==> src/rtl/gpca_ctrl_pkg.sv <==
// Shared types and constants for the gpca sequencing controller.
package gpca_ctrl_pkg;
   localparam int F_W = 9;
   localparam int A_W = 18;
   localparam int S_W = 19;

   typedef enum logic [1:0] {OP_MUL = 2'd0, OP_SQR = 2'd1, OP_SQRT = 2'd2, OP_DIV = 2'd3} op_t;
   typedef enum logic [1:0] {ST_IDLE = 2'd0, ST_SETTLE = 2'd1, ST_DONE = 2'd2} state_t;

   localparam logic [S_W-1:0] SQ_B = 19'b0011_1111_1111_1111_111;
   localparam logic [S_W-1:0] SQ_C = 19'b0100_0000_0000_0000_000;

   // Multiplicand/divisor sits at the top of the 19-bit B/C buses.
   function automatic logic [S_W-1:0] scale_b(input logic [F_W-1:0] v);
      return {v, 10'b0};
   endfunction
endpackage

==> src/rtl/gpca_operand_fmt.sv <==
// Combinational map from an operation request to the array's X/P/A/B/C inputs.
module gpca_operand_fmt
   import gpca_ctrl_pkg::*;
(
   input  logic [1:0]     op,
   input  logic [A_W-1:0] a_in,
   input  logic [F_W-1:0] b_in,
   output logic           x,
   output logic [F_W-1:0] p,
   output logic [A_W-1:0] a,
   output logic [S_W-1:0] b,
   output logic [S_W-1:0] c
);
   always_comb begin
      x = 1'b0;
      p = '0;
      a = '0;
      b = scale_b(b_in);
      c = scale_b(b_in);
      case (op_t'(op))
         OP_MUL: p = a_in[F_W-1:0];
         OP_SQR: begin
            p = a_in[F_W-1:0];
            b = SQ_B;
            c = SQ_C;
         end
         OP_SQRT: begin
            x = 1'b1;
            a = a_in;
            b = SQ_B;
            c = SQ_C;
         end
         OP_DIV: begin
            x = 1'b1;
            a = a_in;
         end
         default: ;
      endcase
   end
endmodule

==> src/rtl/gpca_ctrl.sv <==
// Sequencer for the gpca array: register operands, wait SETTLE_CYCLES, capture F/S.
// Optional macro GPCA_DIVZERO_EN: short-circuit DIV by zero with rsp_err=1.
module gpca_ctrl
   import gpca_ctrl_pkg::*;
#(
   parameter int SETTLE_CYCLES = 16
) (
   input  logic           clk,
   input  logic           rst,
   input  logic           req_valid,
   output logic           req_ready,
   input  logic [1:0]     req_op,
   input  logic [A_W-1:0] req_a,
   input  logic [F_W-1:0] req_b,
   output logic           rsp_valid,
   input  logic           rsp_ready,
   output logic [F_W-1:0] rsp_f,
   output logic [S_W-1:0] rsp_s,
   output logic           rsp_err,
   output logic           busy,
   output logic           gpca_x,
   output logic [F_W-1:0] gpca_p,
   output logic [A_W-1:0] gpca_a,
   output logic [S_W-1:0] gpca_b,
   output logic [S_W-1:0] gpca_c,
   input  logic [F_W-1:0] gpca_f,
   input  logic [S_W-1:0] gpca_s
);
   if (SETTLE_CYCLES < 1 || SETTLE_CYCLES > 255) begin : g_bad_settle
      $error("gpca_ctrl: SETTLE_CYCLES must be 1..255");
   end

   localparam logic [7:0] CNT_INIT = 8'(SETTLE_CYCLES - 1);

   state_t         state;
   logic [7:0]     cnt;
   logic           fx;
   logic [F_W-1:0] fp;
   logic [A_W-1:0] fa;
   logic [S_W-1:0] fb, fc;

   gpca_operand_fmt u_fmt (
      .op   (req_op),
      .a_in (req_a),
      .b_in (req_b),
      .x    (fx),
      .p    (fp),
      .a    (fa),
      .b    (fb),
      .c    (fc)
   );

`ifdef GPCA_DIVZERO_EN
   logic err_q;
   assign rsp_err = err_q;
`else
   assign rsp_err = 1'b0;
`endif

   always_ff @(posedge clk) begin
      if (rst) begin
         state     <= ST_IDLE;
         cnt       <= '0;
         gpca_x    <= 1'b0;
         gpca_p    <= '0;
         gpca_a    <= '0;
         gpca_b    <= '0;
         gpca_c    <= '0;
         rsp_f     <= '0;
         rsp_s     <= '0;
         rsp_valid <= 1'b0;
         busy      <= 1'b0;
         req_ready <= 1'b1;
`ifdef GPCA_DIVZERO_EN
         err_q     <= 1'b0;
`endif
      end else begin
         case (state)
            ST_IDLE: if (req_valid) begin
`ifdef GPCA_DIVZERO_EN
               // Divide by zero skips the array entirely; gpca_* keep their old values.
               if (op_t'(req_op) == OP_DIV && req_b == '0) begin
                  rsp_f     <= '0;
                  rsp_s     <= '0;
                  err_q     <= 1'b1;
                  rsp_valid <= 1'b1;
                  busy      <= 1'b1;
                  req_ready <= 1'b0;
                  state     <= ST_DONE;
               end else
`endif
               begin
                  gpca_x    <= fx;
                  gpca_p    <= fp;
                  gpca_a    <= fa;
                  gpca_b    <= fb;
                  gpca_c    <= fc;
                  cnt       <= CNT_INIT;
                  busy      <= 1'b1;
                  req_ready <= 1'b0;
                  state     <= ST_SETTLE;
               end
            end
            ST_SETTLE: begin
               if (cnt == '0) begin
                  rsp_f     <= gpca_f;
                  rsp_s     <= gpca_s;
                  rsp_valid <= 1'b1;
`ifdef GPCA_DIVZERO_EN
                  err_q     <= 1'b0;
`endif
                  state     <= ST_DONE;
               end else begin
                  cnt <= cnt - 8'd1;
               end
            end
            ST_DONE: if (rsp_ready) begin
               rsp_valid <= 1'b0;
               busy      <= 1'b0;
               req_ready <= 1'b1;
               state     <= ST_IDLE;
            end
            default: state <= ST_IDLE;
         endcase
      end
   end
endmodule
==> config.mk <==
export PLATFORM = sky130hd
export DESIGN_NAME = gpca_ctrl
export DESIGN_NICKNAME = d
export VERILOG_FILES = /design/src/rtl/gpca_ctrl_pkg.sv /design/src/rtl/gpca_operand_fmt.sv /design/src/rtl/gpca_ctrl.sv
export SDC_FILE = /design/constraint.sdc
export NUM_CORES = 1
export LEC_CHECK = 0
export BUFFER_PORTS_ARGS = -buffer_cell sky130_fd_sc_hd__buf_2
export CORE_MARGIN = 10
export CORE_UTILIZATION = 54
export CTS_BUF_LIST = sky130_fd_sc_hd__clkbuf_8 sky130_fd_sc_hd__clkbuf_16
export CTS_CLUSTER_DIAMETER = 150
export CTS_CLUSTER_SIZE = 40
export DETAILED_ROUTE_END_ITERATION = 8
export GPL_TIMING_DRIVEN = 1
export PLACE_DENSITY = 0.88
export SLEW_MARGIN = 20
export SYNTH_ARGS = -nofsm -noshare
export SYNTH_HDL_FRONTEND = slang
export SYNTH_HIERARCHICAL = 1
export SYNTH_SLANG_ARGS = --single-unit
==> constraint.sdc <==
create_clock -name clk -period 4.7 [get_ports clk]
set_input_delay 0.705 -clock clk [delete_from_list [all_inputs] [get_ports clk]]
set_output_delay 0.705 -clock clk [all_outputs]
set_load 0.05 [all_outputs]
==> results.cfg <==
[pwr]
total_power_w = 0.00212
power.leakage_nw = 2.35
p_per_area_nw_per_um2 = 404
ir_drop_uv = 214

[setup_path]
endpoint_kind = register
worstPathRequired_ps = 4970
cp-start-kind = register
worst-path-buf-inv = 1
timing.critical_path.fanout_max = 29
largest_delay_share_family_worst_path = simple AND/OR/NAND/NOR gates
timing.critical_path.slowest_cell_delay_ps = 930
worst_ep_arrival_time_ps = 2730
critPathKind = reg -> reg
cp_cell_sequence = inv_1, ha_1, nor3b_1, and4b_1, nand2_1, a21oi_1
critPathSlowestCell = sky130_fd_sc_hd__and4b_1

[synthesis]
synth.area.top_cells = sky130_fd_sc_hd__dfxtp_1 (48%), sky130_fd_sc_hd__nand2_1 (16%), sky130_fd_sc_hd__a21oi_1 (11%), sky130_fd_sc_hd__o21a_1 (4.5%), sky130_fd_sc_hd__buf_4 (3.9%)
number_of_synthesized_register_bits = 107
syn_avg_cell_area_sq_um = 7.92
basic_gate_share_of_the_synthesized_area_counting_and_or_nand_and_nor_cells_pct = 23.2
synth.lib_cells_used.distinct = 38
postSynth.asyncResetShare_pct = 0
synth.cells.most_frequent = sky130_fd_sc_hd__nand2_1 (192), sky130_fd_sc_hd__dfxtp_1 (107), sky130_fd_sc_hd__a21oi_1 (102)
synth_compound_area_share_pct = 17.8
yosys.cell_count.top_type = sky130_fd_sc_hd__nand2_1
synth-seq-area-share_pct = 47.9
ys.warnings.count = 6
share_of_synthesized_cell_area_in_full_adder_half_adder_and_majority_cells_pct = 1.68
synth_area_in_xor_xnor_pct = 0.196
ys.flop_type = sky130_fd_sc_hd__dfxtp_1
syn_area_sq_um = 4470
synth_enable_flop_cells = 0
synth_top_family_by_area = simple AND/OR/NAND/NOR gates
synth.area.mux_share_pct = 0.224
synthesis.instances = 565
yosysTopAreaCell = sky130_fd_sc_hd__dfxtp_1
netlist.area_leader.share_pct = 47.9

[grt]
grt_use_total_pct = 17.7
grt_pass1_vias = 3791
grt_pass1_wl_mm = 18.6
grt_start_max_net_pins = 107
grt_overflow_total = 0
antenna_found_initial = 0

[die]
core_area_sq_um = 8130
die_width_um = 111
start_util_pct = 55.0
die-height_um = 111
floorplan.die_area_sq_um = 12300
placement_rows = 33
io-pin-count = 159

[route]
vias_per_cell = 5.09
drt_pre_antenna_iters = 7
route.antenna.remaining_nets = 0
totalWireLength_mm = 11.6
drcViolationCount = 0
via_count = 4030
drtIter0Drc = 173
wl_per_cell_um = 14.6

[timing]
period_share_pct = 52.3
fmax_mhz = 407
worstMarginPinSlew_ps = 1060
final-setup-viol-count = 0
worst_hold_slack_ps = 456
clk_skew_ps = 11.4
layout_min_cycle_time_ps = 2460
maxSlewHeadroom_pct = 29.1
maxSlewViolCount = 0
tns_ps = 0
setup_repair_after_global_routing_missed_its_margin = false
hold_viol = 0

[clock_tree]
cts_tree = done
postCtsSetupRepairBufs = 0
cts_buffer_count = 9
cts_htree_levels = 3
post_cts_resize_count = 0
clk_pin_slew_worst_paths_ps = 100
clockBufferDepth = 2
clock_insertion_delay_worst_skew_ps = 360
holdBufCountCts = 0
clock_root_buffer = sky130_fd_sc_hd__clkbuf_8
tritoncts_num_sinks = 107

[placed_design]
hpwl_dp_mm = 8.19
placed_cells = 776
finalWeightedCongestion = 0.809
buffer_ports.inserted = 157

[finish]
antenna_cells = 0
area.growth.synth_to_final_pct = 17.5
final_nets = 749
drive_above_1_share_pct = 26.2
final_cell_count_no_fill = 792

[flow_run]
cap_violations = 0

[worst_hold_path]
hold_class = reg -> reg

[status]
status = complete, no violations
==> tightest hold or removal path, stage by stage (launching register included) <==
cell                      delay, ps
sky130_fd_sc_hd__dfxtp_1        320
sky130_fd_sc_hd__nand2_1         50
sky130_fd_sc_hd__a21oi_1         50
==> per-stage QoR <==
| step | worst slack, ps | instance area [sq um] | utilization [%] |
|---|---|---|---|
| after detailed placement | 2280 | 5080 | 62.4 |
| after global placement | 2350 | 5080 | 62.4 |
| after global routing | 2000 | 5260 | 64.6 |
| after floorplan | 2860 | 4510 | - |
| final | 2240 | 5260 | 64.6 |
| after CTS | 2240 | 5260 | 64.6 |
==> metal layers <==
layer / GRT usage, % / vias up / part of all wire [%]
met5: 0 / - / 0
li1: - / 2041 / -
met1: 20.4 / 1845 / 41
met4: 5.40 / 0 / 1.6
met2: 29.6 / 126 / 49
met3: 6.66 / 18 / 8.5
==> report_power, final <==
group,internal [W],total (W),switching [W]
Combinational,0.000156,0.000585,0.000429
Sequential,0.000980,0.00103,0.0000496
Clock,0.000195,0.000509,0.000314
==> cells by family after synthesis <==
kind of cell	count (synthesis)
AND/OR/NAND/NOR	238
XOR/XNOR	1
adder cells (fa/ha/maj)	6
multiplexers	1
buffers and inverters	69
AO/OA/AOI/OAI	141
flip-flops	107
other	2
==> final cells by class <==
| class | count | area (sq um) |
|---|---|---|
| Clock buffer | 9 | 124 |
| Fill cell | 714 | 2880 |
| Sequential cell | 107 | 2140 |
| Multi-Input combinational cell | 398 | 1980 |
| Timing Repair Buffer | 159 | 803 |
| Clock inverter | 7 | 53.8 |
| Inverter | 7 | 26.3 |
| Tap cell | 105 | 131 |
==> state kept, by name, summed over array words and instances (netlist names), 2 cells and up <==
name    cells
cnt         8
rsp_f       9
rsp_s      19
state       2
gpca_a     18
gpca_p      9
gpca_c     19
gpca_b     19
==> cells in the final DEF (no fill, tap or decap), types with 2 or more instances in the layout <==
cell                           n
sky130_fd_sc_hd__or2_1         8
sky130_fd_sc_hd__buf_4         3
sky130_fd_sc_hd__or3_1         4
sky130_fd_sc_hd__nand3_1       2
sky130_fd_sc_hd__nand2_1     192
sky130_fd_sc_hd__conb_1       11
sky130_fd_sc_hd__clkinv_4      2
sky130_fd_sc_hd__nor2_1        3
sky130_fd_sc_hd__nor3_1        5
sky130_fd_sc_hd__nand2b_1      2
sky130_fd_sc_hd__clkbuf_8      9
sky130_fd_sc_hd__buf_2       156
sky130_fd_sc_hd__dfxtp_1     107
sky130_fd_sc_hd__a211oi_1      4
sky130_fd_sc_hd__o21ai_0       4
sky130_fd_sc_hd__inv_1         7
sky130_fd_sc_hd__a21oi_1     102
sky130_fd_sc_hd__o21a_1       27
sky130_fd_sc_hd__clkinvlp_4    3
sky130_fd_sc_hd__and2b_1       5
sky130_fd_sc_hd__ha_1          6
sky130_fd_sc_hd__nor2b_1       6
==> path summary, 6_finish.rpt <==
check	startpoint	to	slack [ps]	cells after the start
max reg2reg	cnt[0]$_SDFFE_PP0P_	rsp_f[4]$_SDFFE_PP0P_	2240	6
min	gpca_a[1]$_SDFFE_PP0P_	gpca_a[1]$_SDFFE_PP0P_	460	2
min reg2reg	gpca_a[1]$_SDFFE_PP0P_	gpca_a[1]$_SDFFE_PP0P_	460	2
max	cnt[0]$_SDFFE_PP0P_	rsp_f[4]$_SDFFE_PP0P_	2240	6
No activity file was read; power rests on OpenSTA's default activity.
